**config.mk**
```make
export PLATFORM = sky130hd
export DESIGN_NAME = bram_sort_drain_flat
export DESIGN_NICKNAME = d
export VERILOG_FILES = /design/src/rtl/bram_sort_drain_if.sv /design/src/rtl/bram_sort_drain.sv /design/src/flat_wrapper.sv
export SDC_FILE = /design/constraint.sdc
export NUM_CORES = 1
export LEC_CHECK = 0
export BUFFER_PORTS_ARGS = -buffer_cell sky130_fd_sc_hd__buf_2
export CAP_MARGIN = 0
export CORE_MARGIN = 2
export CORE_UTILIZATION = 39
export DETAILED_ROUTE_END_ITERATION = 6
export PLACE_DENSITY_LB_ADDON = 0.2
export SYNTH_ARGS = -nofsm -noshare
export SYNTH_HDL_FRONTEND = slang
export SYNTH_SLANG_ARGS = --single-unit
```
**constraint.sdc**
```tcl
create_clock -name clk -period 4.4 [get_ports clk]
set_clock_uncertainty 0.05 [all_clocks]
set_input_delay 0.88 -clock clk [delete_from_list [all_inputs] [get_ports clk]]
set_output_delay 0.88 -clock clk [all_outputs]
set_load 0.01 [all_outputs]
```
**src/rtl/bram_sort_drain_if.sv**
```systemverilog
// Bus bundle for bram_sort_drain: the single-port RAM read port plus the
// valid/ready output stream.
//   master (the drain block): drives ram_cs/ram_oe/ram_we/ram_address and
//                             m_data/m_valid/m_last; receives ram_dout, m_ready.
//   slave  (RAM + consumer):  the reverse directions.
interface bram_sort_drain_if #(
  parameter int unsigned DATA_WIDTH    = 8,
  parameter int unsigned ADDRESS_WIDTH = 8
) ();
  logic                     ram_cs;
  logic                     ram_oe;
  logic                     ram_we;
  logic [ADDRESS_WIDTH-1:0] ram_address;
  logic [DATA_WIDTH-1:0]    ram_dout;
  logic [DATA_WIDTH-1:0]    m_data;
  logic                     m_valid;
  logic                     m_ready;
  logic                     m_last;

  modport master (
    output ram_cs, ram_oe, ram_we, ram_address, m_data, m_valid, m_last,
    input  ram_dout, m_ready
  );

  modport slave (
    input  ram_cs, ram_oe, ram_we, ram_address, m_data, m_valid, m_last,
    output ram_dout, m_ready
  );
endinterface

```
**src/rtl/bram_sort_drain.sv**
```systemverilog
// Read-out stage behind the sorting RAM. A start pulse walks addresses
// 0..DEPTH-1, captures each word into a small FIFO that feeds a valid/ready
// stream, and raises a sticky flag if any word is smaller than the previous.
// Ports:
//   clk, rst_n  - clock, asynchronous active-low reset
//   start       - one-cycle pass request (ignored while busy)
//   busy        - pass in progress
//   done        - one-cycle pulse once the last word has been popped
//   order_err   - sticky: words of the current/last pass were out of order
//   bus         - RAM read port and output stream (master side)
module bram_sort_drain #(
  parameter int unsigned DATA_WIDTH    = 8,
  parameter int unsigned ADDRESS_WIDTH = 8,
  parameter int unsigned DEPTH         = 4,
  parameter int unsigned FIFO_DEPTH    = 4
) (
  input  logic               clk,
  input  logic               rst_n,
  input  logic               start,
  output logic               busy,
  output logic               done,
  output logic               order_err,
  bram_sort_drain_if.master  bus
);

  localparam int unsigned FifoAw = $clog2(FIFO_DEPTH);
  localparam logic [ADDRESS_WIDTH-1:0] LastAddr = ADDRESS_WIDTH'(DEPTH - 1);
  localparam logic [FifoAw:0] FifoFull = (FifoAw + 1)'(FIFO_DEPTH);

  typedef enum logic [2:0] {StIdle, StIssue, StCapture, StDrain, StFinish} state_e;

  state_e r_state, w_state_next;

  logic [ADDRESS_WIDTH-1:0] r_ptr;
  logic [DATA_WIDTH-1:0]    r_fifo_data [FIFO_DEPTH];
  logic [FIFO_DEPTH-1:0]    r_fifo_last;
  logic [FifoAw-1:0]        r_wr_idx;
  logic [FifoAw-1:0]        r_rd_idx;
  logic [FifoAw:0]          r_count;
  logic [DATA_WIDTH-1:0]    r_prev;
  logic                     r_have_prev;
  logic                     r_order_err;

  logic w_start;
  logic w_push;
  logic w_pop;
  logic w_valid;
  logic w_full;
  logic w_is_last;

  assign w_valid   = (r_count != '0);
  assign w_full    = (r_count == FifoFull);
  assign w_is_last = (r_ptr == LastAddr);
  assign w_start   = (r_state == StIdle) && start;
  assign w_push    = (r_state == StCapture);
  assign w_pop     = w_valid && bus.m_ready;

  // State register
  always_ff @(posedge clk or negedge rst_n) begin
    if (!rst_n) begin
      r_state <= StIdle;
    end else begin
      r_state <= w_state_next;
    end
  end

  // Next-state logic; ISSUE only looks at the registered count, so a pop in
  // the same cycle unblocks a full FIFO one cycle later.
  always_comb begin
    w_state_next = r_state;
    unique case (r_state)
      StIdle:    if (start) w_state_next = StIssue;
      StIssue:   if (!w_full) w_state_next = StCapture;
      StCapture: w_state_next = w_is_last ? StDrain : StIssue;
      StDrain:   if (r_count == '0) w_state_next = StFinish;
      StFinish:  w_state_next = StIdle;
      default:   w_state_next = StIdle;
    endcase
  end

  // Read pointer and order checker. The pointer stops at the last address so
  // ram_address keeps its final value after the pass.
  always_ff @(posedge clk or negedge rst_n) begin
    if (!rst_n) begin
      r_ptr       <= '0;
      r_prev      <= '0;
      r_have_prev <= 1'b0;
      r_order_err <= 1'b0;
    end else if (w_start) begin
      r_ptr       <= '0;
      r_have_prev <= 1'b0;
      r_order_err <= 1'b0;
    end else if (w_push) begin
      if (r_have_prev && (bus.ram_dout < r_prev)) begin
        r_order_err <= 1'b1;
      end
      r_prev      <= bus.ram_dout;
      r_have_prev <= 1'b1;
      if (!w_is_last) begin
        r_ptr <= r_ptr + 1'b1;
      end
    end
  end

  // Output FIFO. Storage is reset so m_data reads 0 out of reset.
  always_ff @(posedge clk or negedge rst_n) begin
    if (!rst_n) begin
      for (int unsigned i = 0; i < FIFO_DEPTH; i++) begin
        r_fifo_data[i] <= '0;
      end
      r_fifo_last <= '0;
      r_wr_idx    <= '0;
      r_rd_idx    <= '0;
      r_count     <= '0;
    end else begin
      if (w_push) begin
        r_fifo_data[r_wr_idx] <= bus.ram_dout;
        r_fifo_last[r_wr_idx] <= w_is_last;
        r_wr_idx              <= r_wr_idx + 1'b1;
      end
      if (w_pop) begin
        r_rd_idx <= r_rd_idx + 1'b1;
      end
      if (w_push && !w_pop) begin
        r_count <= r_count + 1'b1;
      end else if (!w_push && w_pop) begin
        r_count <= r_count - 1'b1;
      end
    end
  end

  assign busy            = (r_state != StIdle);
  assign done            = (r_state == StFinish);
  assign order_err       = r_order_err;
  assign bus.ram_cs      = (r_state == StIssue) || (r_state == StCapture);
  assign bus.ram_oe      = (r_state == StIssue) || (r_state == StCapture);
  assign bus.ram_we      = 1'b0;
  assign bus.ram_address = r_ptr;
  assign bus.m_valid     = w_valid;
  assign bus.m_data      = r_fifo_data[r_rd_idx];
  assign bus.m_last      = w_valid && r_fifo_last[r_rd_idx];

endmodule
```
**src/flat_wrapper.sv**
```systemverilog
// flat-port wrapper written by rule: the top's interface ports become plain ports
module bram_sort_drain_flat 
#(
  parameter int unsigned DATA_WIDTH    = 8,
  parameter int unsigned ADDRESS_WIDTH = 8,
  parameter int unsigned DEPTH         = 4,
  parameter int unsigned FIFO_DEPTH    = 4
)
  (clk, rst_n, start, busy, done, order_err, bus_ram_cs, bus_ram_oe, bus_ram_we, bus_ram_address, bus_m_data, bus_m_valid, bus_m_last, bus_ram_dout, bus_m_ready);
  bram_sort_drain_if #(.DATA_WIDTH(DATA_WIDTH), .ADDRESS_WIDTH(ADDRESS_WIDTH)) bus_i ();
  input  logic clk;
  input  logic rst_n;
  input  logic start;
  output logic busy;
  output logic done;
  output logic order_err;
  output wire logic [$bits(bus_i.ram_cs)-1:0] bus_ram_cs;
  output wire logic [$bits(bus_i.ram_oe)-1:0] bus_ram_oe;
  output wire logic [$bits(bus_i.ram_we)-1:0] bus_ram_we;
  output wire logic [$bits(bus_i.ram_address)-1:0] bus_ram_address;
  output wire logic [$bits(bus_i.m_data)-1:0] bus_m_data;
  output wire logic [$bits(bus_i.m_valid)-1:0] bus_m_valid;
  output wire logic [$bits(bus_i.m_last)-1:0] bus_m_last;
  input wire logic [$bits(bus_i.ram_dout)-1:0] bus_ram_dout;
  input wire logic [$bits(bus_i.m_ready)-1:0] bus_m_ready;
  assign bus_ram_cs = bus_i.ram_cs;
  assign bus_ram_oe = bus_i.ram_oe;
  assign bus_ram_we = bus_i.ram_we;
  assign bus_ram_address = bus_i.ram_address;
  assign bus_m_data = bus_i.m_data;
  assign bus_m_valid = bus_i.m_valid;
  assign bus_m_last = bus_i.m_last;
  assign bus_i.ram_dout = bus_ram_dout;
  assign bus_i.m_ready = bus_m_ready;
  bram_sort_drain #(.DATA_WIDTH(DATA_WIDTH), .ADDRESS_WIDTH(ADDRESS_WIDTH), .DEPTH(DEPTH), .FIFO_DEPTH(FIFO_DEPTH)) u_core (.clk(clk), .rst_n(rst_n), .start(start), .busy(busy), .done(done), .order_err(order_err), .bus(bus_i));
endmodule
```
# After elaboration in Yosys (flattened, before gate mapping)
# Index checks and enable logic that the tools add are counted.
totals:
  out_inout_bits: 24
  regBits: 64
  inputBits: 12
  wordCells: 86
op_classes:
  add_sub_neg: 5
  n_lt_le_gt_ge: 7
  reduce_logical: 22
  n_bitwise: 3
  n_eq_ne: 10
  mux: 26
op_table:
  columns: ["cell", "count"]
  rows:
  - ["$mux W8", 6]
  - ["$bwmux W32", 1]
  - ["$bmux W8 S2", 1]
  - ["$demux W8 S2", 1]
  - ["$mux W3", 5]
  - ["$pmux W3 S4", 1]
  - ["$add A8 B1 Y8 const B", 1]
  - ["$eq A8 B2 Y1 const B", 1]
  - ["$logic_and A1 B1 Y1", 8]
  - ["$lt A8 B8 Y1", 1]
  - ["$mux W1", 7]
  - ["$eq A3 B2 Y1 const B", 2]
  - ["$eq A3 B3 Y1 const B", 2]
  - ["$ge A3 B3 Y1 const B", 2]
  - ["$logic_not A3 Y1", 2]
  - ["$lt A2 B3 Y1 const B", 2]
  - ["$not A2 Y3", 2]
  - ["$reduce_and A2 Y1", 3]
  - ["$reduce_bool A2 Y1", 3]
  - ["$reduce_bool A3 Y1", 2]
  - ["$add A2 B1 Y2 const B", 2]
  - ["$bwmux W4", 1]
  - ["$ne A2 B1 Y1 const B", 2]
  - ["$ne A2 B2 Y1 const B", 2]
  - ["other kinds (12)", 13]

# Logic depth before layout (Yosys ltp)
# Gate-level depths: netlist of run 1.
depth:
  word_depth: 6
  mapped_depth: 10
  mapped_depth_nobuf: 8

# Worst setup path before layout of run 1
# Ideal clock, no wire load.
synth_timing:
  kind: "reg2reg"
  startpoint: "reg u_core.r_state[0]"
  endpoint: "reg u_core.r_count[2]"
  stages_incl_launch_ff: 11
  arrival_time_ns: 2.223
  required_ns: 4.271
  synth_period_minus_slack_ns: 2.352
  slack_ns: 2.048
  path_buffers: 3
  setup_time_ns: 0.079
  path_cell_list: "dfrtp_1 buf_2 nor3b_4 buf_6 buf_2 ha_1 inv_1 fa_1 xor2_1 nor2_1 xor2_1"
synth_via:
  elab_chain_cells: 4
  elab_cells_between_ends: 6
  cone_classes: "1 x eq/ne; 1 x mux; 4 x reduce/logical"
synth_rtl:
  columns: ["element", "line_no", "text"]
  rows:
  - ["start: declaration", "bram_sort_drain.sv:32", "state_e r_state, w_state_next;"]
  - ["start signal: assignment", "bram_sort_drain.sv:61", "r_state <= StIdle;"]
  - ["start signal: assignment", "bram_sort_drain.sv:63", "r_state <= w_state_next;"]
  - ["$eq A3 B2 Y1 (*)", "bram_sort_drain.sv:55", "assign w_push = (r_state == StCapture);"]
  - ["$logic_not A1 Y1", "bram_sort_drain.sv:126", "end else if (!w_push && w_pop) begin"]
  - ["$logic_and A1 B1 Y1", "bram_sort_drain.sv:126", null]
  - ["$reduce_bool A2 Y1 (no source line)", null, null]
  - ["end signal: assignment", "bram_sort_drain.sv:125", "r_count <= r_count + 1'b1;"]
  - ["end signal: assignment", "bram_sort_drain.sv:127", "r_count <= r_count - 1'b1;"]
  - ["end: declaration", "bram_sort_drain.sv:39", "logic [FifoAw:0] r_count;"]
# Mark *: on every way between the ends. The rest lies on a longest branch, timed or not.
# A chain may end at the register's enable or synchronous reset.

# Worst setup path in the final report of run 1
layout_timing:
  startpoint: "reg u_core.r_rd_idx[0]"
  endpoint: "out bus_m_last"
layout_via:
  elab_chain_cells: 3
layout_rtl:
  columns: ["element", "line_no", "text"]
  rows:
  - ["start: declaration", "bram_sort_drain.sv:38", "logic [FifoAw-1:0] r_rd_idx;"]
  - ["start signal: assignment", "bram_sort_drain.sv:122", "r_rd_idx <= r_rd_idx + 1'b1;"]
  - ["$bmux W1 S2", "bram_sort_drain.sv:141", "assign bus.m_last = w_valid && r_fifo_last[r_rd_idx];"]
  - ["$mux W1 (implied by the code)", "bram_sort_drain.sv:141", null]
  - ["$logic_and A1 B1 Y1", "bram_sort_drain.sv:141", null]
  - ["end: declaration", "flat_wrapper.sv:23", "output wire logic [$bits(bus_i.m_last)-1:0] bus_m_last;"]
# Every way passes these cells. The select of a mux whose other input is x is not followed.

==> reports/metrics.cfg, run 1 <==
[status]
status = complete, no violations

[global_routing]
grt_pass1_wl_um = 9920
antenna_found_initial = 0
track_usage_pct = 15.0
grt_pass1_vias = 1984
grt_overflow = 0
grt_max_degree = 35

[worst_setup_path]
arrival_ns = 2.02
r2r_setup_slack_ns = 2.03
crit_fanout = 11
reg2reg_to = u_core.r_count[2]
crit_family = flip-flops
slowest_stage = dfrtp_1
max_stage_delay_ns = 0.80
reg2reg_from = u_core.r_state[1]
cp.required_ns = 3.47
path_cells = mux4_2 -> and2_1 -> buf_2
path_class = reg -> out
worst_setup_path_start_kind = register
rr_worst_depth = 8
cp-end-kind = output port
critPathBufInv = 1

[timing]
holdWs_ns = 0.435
fin_crit_ns = 2.95
fmax_mhz = 340
fin_tns_setup_ns = 0
tightest_slew_ns = 0.781
max_slew_margin_pct = 47.9
setup_viol = 0
rsz0062_at_grt = false
drv_slew = 0
finalHoldViolations = 0
finalCritPeriodShare_pct = 66.9

[clock_tree]
cts_buffer_depth = 2
cts.sinks = 64
cts_buffers = 9
cts_resized = 0
clockRootBuffer = clkbuf_8
postCtsHoldBufs = 0
cts_setup_buffers = 0
cts_tree = built
clock_latency_ns = 0.33
path_clk_slew_ns = 0.07
h-tree-depth = 3

[cells_and_area]
fin_nets = 303
final_common_cell = dfrtp_1
syn_to_final_growth_pct = 15.0
final_util_pct = 46.1
insertedDiodeCount = 0
drive_gt1_share_pct = 37.6
design_area_um2 = 3560
mostFrequentLayoutCells = dfrtp_1, mux2_2, buf_2

[power_and_ir_drop]
leakage_nw = 1.60
powerDensity_nw_per_um2 = 758
vdd_drop_max_v = 0.000363

[logic_synthesis]
synthDistinctLibCells = 42
synth_top_cell_by_area = dfrtp_1
synth.avg_cell_area_um2 = 12.9
synthesis.nets = 267
yosysTopAreaCellShare_pct = 51.7
syn_area_um2 = 3100
yosysSeqAreaShare_pct = 51.7
synth-edff-count = 0
ys_top_cells_by_area = dfrtp_1, mux2_2, mux4_2, ha_1, nand2_1
synthArstFlopShare_pct = 100
ys_warn_count = 0
ys_ff_latch = 64
synth_ff_type = dfrtp_1
postSynthCellCount = 241

[min_path]
min_from = u_core.r_have_prev
worstHoldEndpoint = u_core.r_have_prev
whs_path_depth = 1
min_path_type = reg -> reg

[placement]
port_buffers = 34
routabilityCongestion = 0.706
dpl_cell_area_um2 = 3340
hpwl_um = 3820

[die]
die_x_um = 93.1
rows = 32
die_h_um = 93.1
core_um2 = 7730
num_io_pins = 36
die_area_um2 = 8680
start_util_pct = 40.1

[drt]
ant_nets = 0
drcViolationCount = 0
dr.first_iter.drc_count = 43
drt_pass1_iterations = 4
vias_per_cell = 5.01
num_vias = 1923
routedWlPerCell_um = 15.1
wirelength_um = 5800

[job]
cap_violations = 0

-- cells in the mapped netlist, types with 2 or more instances --
library cell  count
nor2_1            7
inv_1            12
nand2_2           4
nand2_1          20
buf_2             4
ha_1             13
nand4_1           3
and2_1            3
xor2_1            6
nand3_1           6
mux4_2            9
buf_4             4
and3_1            3
a21o_1            2
clkbuf_1          2
mux2_2           34
o21ai_0          15
dfrtp_1          64
nor3_1            3
xnor2_1           5
-- sequential cells by signal, indices dropped and copies added (netlist names) --
name,count
u_core.r_fifo_data,32
u_core.bus.ram_address,8
u_core.r_prev,8
u_core.r_fifo_last,4
u_core.r_count,3
u_core.r_state,3
u_core.r_rd_idx,2
u_core.r_wr_idx,2
u_core.order_err,1
u_core.r_have_prev,1
-- per-stage QoR --
stage | setup WS [ns] | power, mW | instances
after global routing | 1.32 | 2.91 | 384
after global placement | 1.75 | 2.14 | 368
after floorplan | 2.05 | 1.89 | 241
after detailed placement | 1.74 | 2.17 | 368
final | 1.45 | 2.70 | 384
after CTS | 1.37 | 2.74 | 384
-- power by group --
part | leakage [nW] | internal (mW) | total [mW] | switching, mW
clock network | 0.112 | 0.331 | 0.561 | 0.229
registers | 0.773 | 0.864 | 1.09 | 0.222
logic | 0.717 | 0.574 | 1.05 | 0.481
total | 1.60 | 1.77 | 2.70 | 0.932
-- kinds of logic (layout without fill, tap and decap cells) --
group,count (synthesis),count (layout),synth area share (%)
flops,64,64,51.7
other cells,1,1,0.121
fa+ha+maj,14,14,5.89
simple gates,57,57,10.3
buf+inv,23,64,3.67
mux,44,44,19.2
compound gates,27,27,6.06
xor+xnor,11,11,3.11
-- cell type report --
type	instances	area [µm²]
clock buffer	10	138
timing repair buffer	36	185
tap	102	128
fill	741	4160
multi-input combinational	154	1380
clock inverter	6	82.6
sequential	64	1600
inverter	12	45.0
-- how the worst max path moves through the flow --
stage,from,end,slack (ns),cells past startpoint
after floorplan,u_core.r_state[0],u_core.r_count[2],2.05,10
after global placement,u_core.r_rd_idx[0],bus_m_last,1.75,3
after detailed placement,u_core.r_rd_idx[0],bus_m_last,1.74,3
after CTS,u_core.r_rd_idx[0],bus_m_last,1.37,3
after global routing,u_core.r_rd_idx[0],bus_m_last,1.32,3
final,u_core.r_rd_idx[0],bus_m_last,1.45,3
-- routing by layer --
layer	global-route usage, %	part of all wire [%]	vias to the layer above
li1	-	-	923
met1	19.7	48	965
met2	24.0	47	28
met3	3.71	3.7	7
met4	5.88	1.2	0
met5	0	0	-
-- worst reg2reg max path, cell delays in order (launching register included) --
cell	delay, ns
dfrtp_1	0.51
nor3b_4	0.23
buf_4	0.36
ha_1	0.25
inv_1	0.07
fa_1	0.43
xor2_1	0.16
nor2_1	0.11
xor2_1	0.14
(Power assumes the default switching activity.)
==> run 2: changes to the inputs <==
Clock period 4.4 ns to 2.92 ns, I/O delays scaled along.
==> run 2 against run 1 <==
  * Hold slack got worse by 0.21 ns
  * Clock-buffer cell count rose by 2
  * Wire length is 2.1% lower
  * Design area fell by 0.56%
  * Critical path type unchanged
  * Core utilization down 0.26 points
  * Cell count increased by 0.26%
  * Register-to-register slack worse by 1.3 ns
  * Setup slack worse by 1.1 ns
  * Total power up 46%
  * Clock power grew 27%
  * Sequential power is 49% higher
==> reports/metrics.cfg, run 2 (synthesized netlist as in run 1, its figures left out) <==
[status]
status = complete, no violations

[drt]
drcViolationCount = 0  ; unchanged
wirelength_um = 5680  ; -2.1%
dr.first_iter.drc_count = 75  ; +74%
num_vias = 1930  ; +0.36%
drt_pass1_iterations = 4  ; unchanged
vias_per_cell = 5.01  ; +0.10%
routedWlPerCell_um = 14.8  ; -2.4%
ant_nets = 0  ; unchanged

[worst_setup_path]
slowest_stage = dfrtp_1
arrival_ns = 1.92  ; -0.10 ns
rr_worst_depth = 8  ; unchanged
cp-endpoint = bus_m_data[7]
startpoint = u_core.r_rd_idx[0]
path_depth = 3  ; unchanged
max_stage_delay_ns = 0.68  ; -0.12 ns
r2r_setup_slack_ns = 0.70  ; -1.33 ns
critPathBufInv = 2  ; +1
cp-end-kind = output port
worst_setup_path_start_kind = register
reg2reg_to = u_core.r_count[2]
crit_fanout = 9  ; -2
reg2reg_from = u_core.r_count[1]
path_cells = buf_4 -> mux4_2 -> buf_2
path_class = reg -> out
crit_family = flip-flops
cp.required_ns = 2.29  ; -1.18 ns

[clock_tree]
path_clk_slew_ns = 0.07  ; about the same
cts_buffer_depth = 2  ; unchanged
cts_setup_buffers = 0  ; unchanged
postCtsHoldBufs = 0  ; unchanged
cts.sinks = 64  ; unchanged
clockRootBuffer = clkbuf_8
clock_latency_ns = 0.33  ; about the same
cts_resized = 0  ; unchanged
cts_tree = built
h-tree-depth = 3  ; unchanged
cts_buffers = 9  ; unchanged

[timing]
fin_crit_ns = 2.55
tightest_slew_ns = 0.659  ; -0.121 ns
setup_viol = 0  ; unchanged
fmax_mhz = 392
finalHoldViolations = 0  ; unchanged
finalCritPeriodShare_pct = 87.3
max_slew_margin_pct = 56.0  ; +8.1 points
rsz0062_at_grt = false
drv_slew = 0  ; unchanged
fin_tns_setup_ns = 0  ; unchanged

[global_routing]
grt_pass1_vias = 1915  ; -3.5%
track_usage_pct = 15.0  ; -0.039 points
antenna_found_initial = 0  ; unchanged
grt_overflow = 0  ; unchanged
grt_max_degree = 38  ; +8.6%
grt_pass1_wl_um = 9790  ; -1.3%

[job]
cap_violations = 0  ; unchanged

[placement]
dpl_cell_area_um2 = 3360  ; +0.60%
routabilityCongestion = 0.734  ; +3.9%
port_buffers = 34  ; unchanged
hpwl_um = 3890  ; +1.7%

[power_and_ir_drop]
p_int_mw = 2.57  ; +45%
powerDensity_nw_per_um2 = 1110  ; +47%
clkPwrFrac_pct = 18.0  ; -2.8 points
switchingPower_mw = 1.38  ; +48%
vdd_drop_max_v = 0.000561  ; +54%
leakage_nw = 1.59  ; -0.53%
comb_power_share_pct = 41.0  ; +2.0 points
switching_share_pct = 34.9  ; +0.38 points
seqPwrFrac_pct = 40.9  ; +0.7 points

[cells_and_area]
nFillCells = 723  ; -2.4%
design_area_um2 = 3540  ; -0.56%
insertedDiodeCount = 0  ; unchanged
final_util_pct = 45.9  ; -0.26 points
regMostFlops = u_core.r_fifo_data
fin_nets = 304  ; +0.33%
largest_register_ffs = 32  ; unchanged
multiInputGateArea_um2 = 1380  ; unchanged
mostFrequentLayoutCells = dfrtp_1, mux2_2, buf_2
syn_to_final_growth_pct = 14.3
drive_gt1_share_pct = 36.7  ; -0.84 points
final_common_cell = dfrtp_1
regArea_um2 = 1600  ; unchanged

[min_path]
min_path_type = in -> async

[die]
rows = 32  ; unchanged
die_h_um = 93.1  ; unchanged
core_um2 = 7730  ; unchanged
die_area_um2 = 8680  ; unchanged
die_x_um = 93.1  ; unchanged
num_io_pins = 36  ; unchanged
start_util_pct = 40.1  ; unchanged

-- run 2: cell types whose count changed in the layout (fill, tap and decap cells not counted), sizes merged --
cell	before	now
bufinv	2	1
clkinvlp	1	0
clkbuf	10	12
buf	36	37
-- run 2: metal layers --
layer  GRT usage [%]  vias to the layer above  share of wire [%]  routed length [µm]
li1                -                      930                  -                   -
met1            20.3                      957                 48                2710
met2            22.6                       37                 47                2660
met3            5.08                        6                4.4                 251
met4            5.15                        0                1.1                  63
met5               0                        -                  0                   0
-- run 2: worst min-delay path by stage --
stage / end / cells past startpoint / slack, ns / startpoint
after floorplan: u_core.bus.ram_address[0] / 0 / 0.24 / rst_n
after global placement: u_core.r_fifo_last[1] / 2 / 0.42 / u_core.r_fifo_last[1]
after detailed placement: u_core.r_have_prev / 1 / 0.42 / u_core.r_have_prev
after CTS: u_core.order_err / 1 / 0.23 / rst_n
after global routing: u_core.bus.ram_address[4] / 1 / 0.26 / rst_n
final: u_core.bus.ram_address[4] / 1 / 0.23 / rst_n
-- run 2: cell type report --
| cell class | instances | area share [%] |
|---|---|---|
| well taps | 102 | 3.60 |
| clock inverters | 4 | 1.27 |
| flip-flops and latches | 64 | 45.2 |
| inverters | 12 | 1.27 |
| multi-input cells | 154 | 39.1 |
| clock buffers | 12 | 3.81 |
| repair buffers | 37 | 5.79 |
-- run 2: through the flow --
step / instances / power, mW / hold WS, ns / setup WS, ns
floorplan: 241 / 2.84 / 0.238 / 0.568
global placement: 369 / 3.25 / 0.416 / 0.676
detailed placement: 369 / 3.29 / 0.417 / 0.668
CTS: 385 / 4.02 / 0.233 / 0.283
global route: 385 / 4.29 / 0.257 / 0.219
finish: 385 / 3.95 / 0.226 / 0.370
-- run 2: power groups by stage --
stage | combinational [mW] | clock, mW | sequential [mW]
2_1_floorplan | 1.34 | 0 | 1.50
3_3_place_gp | 1.62 | 0 | 1.63
3_5_place_dp | 1.65 | 0 | 1.64
4_1_cts | 1.65 | 0.743 | 1.62
5_1_grt | 1.82 | 0.781 | 1.69
6_report | 1.62 | 0.712 | 1.62
==> run 3: changes to the inputs <==
Settings changed: BUFFER_PORTS_ARGS -buffer_cell sky130_fd_sc_hd__buf_2 to default, DONT_BUFFER_PORTS from default to 1.
==> run 3 against run 2 <==
  * Sequential share of layout area up 2.2 points
  * Cell count down 9.6%
  * Sequential power about the same
  * Critical path depth up 5
  * Hold slack worse by 0.16 ns
  * Die area unchanged
  * Maximum frequency up 10%
  * Flip-flop and latch count unchanged
  * Core utilization down 2.1 points
  * Setup slack better by 0.24 ns
==> reports/metrics.cfg, run 3 (synthesized netlist as in run 1, its figures left out) <==
[status]
status = complete, no violations

[timing]
finalHoldViolations = 0  ; unchanged
fmax_mhz = 432  ; +10%
drv_slew = 0  ; unchanged
tightest_slew_ns = 0.579  ; -0.0809 ns
setup_viol = 0  ; unchanged
max_slew_margin_pct = 61.4  ; +5.4 points
finalCritPeriodShare_pct = 79.3  ; -8.1 points
rsz0062_at_grt = false
fin_tns_setup_ns = 0  ; unchanged
fin_crit_ns = 2.31  ; -0.236 ns

[power_and_ir_drop]
powerDensity_nw_per_um2 = 1110  ; about the same
leakage_nw = 1.45  ; -8.9%
vdd_drop_max_v = 0.000490  ; -13%

[die]
die_area_um2 = 8680  ; unchanged
num_io_pins = 36  ; unchanged
start_util_pct = 40.1  ; unchanged
die_x_um = 93.1  ; unchanged
core_um2 = 7730  ; unchanged
die_h_um = 93.1  ; unchanged
rows = 32  ; unchanged

[clock_tree]
path_clk_slew_ns = 0.06  ; about the same
cts_buffers = 9  ; unchanged
cts_tree = built
clockRootBuffer = clkbuf_8
h-tree-depth = 3  ; unchanged
clock_latency_ns = 0.34  ; about the same
cts.sinks = 64  ; unchanged
cts_buffer_depth = 2  ; unchanged
cts_setup_buffers = 0  ; unchanged

[drt]
wl_met3_um = 283  ; +13%
vias_per_cell = 5.11  ; +1.9%
num_vias = 1778  ; -7.9%
wl_met2_um = 2620  ; -1.5%
ant_nets = 0  ; unchanged
wirelength_um = 5580  ; -1.8%
drcViolationCount = 0  ; unchanged
drt_pass1_iterations = 5  ; +1
drt-met1-wl_um = 2590  ; -4.3%
dr.first_iter.drc_count = 71  ; -5.3%
routedWlPerCell_um = 16.0  ; +8.6%
routed.top_layer = met4

[worst_setup_path]
arrival_ns = 2.53  ; +0.61 ns
path_class = reg -> reg
cp.required_ns = 3.13  ; +0.84 ns
r2r_setup_slack_ns = 0.61  ; -0.09 ns
cpMostUsedCell = xor2_1
path_cells = or3_1 -> nand2_1 -> ha_1 -> inv_1 -> fa_1 -> xor2_1 -> nor2_1 -> xor2_1
reg2reg_to = u_core.r_count[2]
slowest_stage = or3_1
reg2reg_from = u_core.r_count[0]
max_stage_delay_ns = 0.50  ; -0.18 ns
cp-endpoint = u_core.r_count[2]
crit_fanout = 6  ; -3
rr_worst_depth = 8  ; unchanged
path_depth = 8  ; +5
cp-end-kind = register
worst_setup_path_start_kind = register
startpoint = u_core.r_count[0]
critPathBufInv = 1  ; -1
crit_family = simple AND/OR/NAND/NOR gates

[global_routing]
grt_max_degree = 65  ; +71%
grt_overflow = 0  ; unchanged
grt_pass1_wl_um = 9240  ; -5.6%
grt_pass1_vias = 1723  ; -10%
track_usage_pct = 14.4  ; -0.58 points
antenna_found_initial = 0  ; unchanged

[cells_and_area]
final_common_cell = dfrtp_1
regMostFlops = u_core.r_fifo_data
fin_cells = 348  ; -9.6%
drive_gt1_share_pct = 28.5  ; -8.3 points
insertedDiodeCount = 0  ; unchanged
mostFrequentLayoutCells = dfrtp_1, mux2_2, nand2_1
fin_nets = 270  ; -11%
largest_register_ffs = 32  ; unchanged
design_area_um2 = 3380  ; -4.6%
nFillCells = 732  ; +1.2%
syn_to_final_growth_pct = 9.04

[placement]
hpwl_um = 3720  ; -4.1%
placed_cells = 334  ; -9.5%
routabilityCongestion = 0.723  ; -1.6%
dpl_cell_area_um2 = 3170  ; -5.7%
port_buffers = 0  ; -100%

[min_path]
min_path_type = in -> async

[job]
cap_violations = 0  ; unchanged

run 3: changes by cell type in the layout (fill, tap and decap cells not counted), moves of 3 or more:
cell      change
clkbuf_1      -3
buf_2        -34
clkbuf_8      +4
clkinv_2      -3
run 3: area by class of cell:
class / count / area, µm² / area share [%]
Timing Repair Buffer: 3 / 42.5 / 1.26
Multi-Input combinational cell: 154 / 1380 / 40.9
Clock buffer: 13 / 179 / 5.29
Sequential cell: 64 / 1600 / 47.4
Tap cell: 102 / 128 / 3.78
Inverter: 12 / 45.0 / 1.33
run 3: worst min-delay path by stage:
| stage | from | to | slack [ns] | cells after the start |
|---|---|---|---|---|
| floorplan | rst_n | u_core.bus.ram_address[0] | 0.24 | 0 |
| global placement | rst_n | u_core.bus.ram_address[5] | 0.24 | 0 |
| detailed placement | rst_n | u_core.bus.ram_address[5] | 0.24 | 0 |
| CTS | rst_n | u_core.bus.ram_address[4] | 0.07 | 1 |
| global route | rst_n | u_core.bus.ram_address[6] | 0.07 | 1 |
| finish | rst_n | u_core.bus.ram_address[5] | 0.06 | 1 |
run 3: what timing repair did:
item,in CTS,in global routing
hold endpoints to repair,64,0
resized for setup,0,0
hold buffers,1,0
setup endpoints to repair,0,0
run 3: metal layers:
layer	track usage, %	vias up
li1	-	852
met1	19.1	882
met2	21.2	35
met3	6.37	9
met4	4.78	0
met5	0	-
run 3: power breakdown:
part           leakage (nW)  total [mW]  switching (mW)  internal, mW
clock                0.0935       0.697           0.310         0.387
combinational         0.585        1.44           0.689         0.751
sequential            0.773        1.63           0.323          1.30
run 3: metrics by stage:
stage	setup WS (ns)	hold WS [ns]	total power [mW]	utilization, %
floorplan	0.568	0.238	2.84	-
global placement	0.675	0.240	3.06	41.1
detailed placement	0.610	0.240	3.10	41.1
CTS	0.575	0.0699	3.84	43.7
global route	0.473	0.0693	4.08	43.7
finish	0.606	0.0616	3.76	43.7
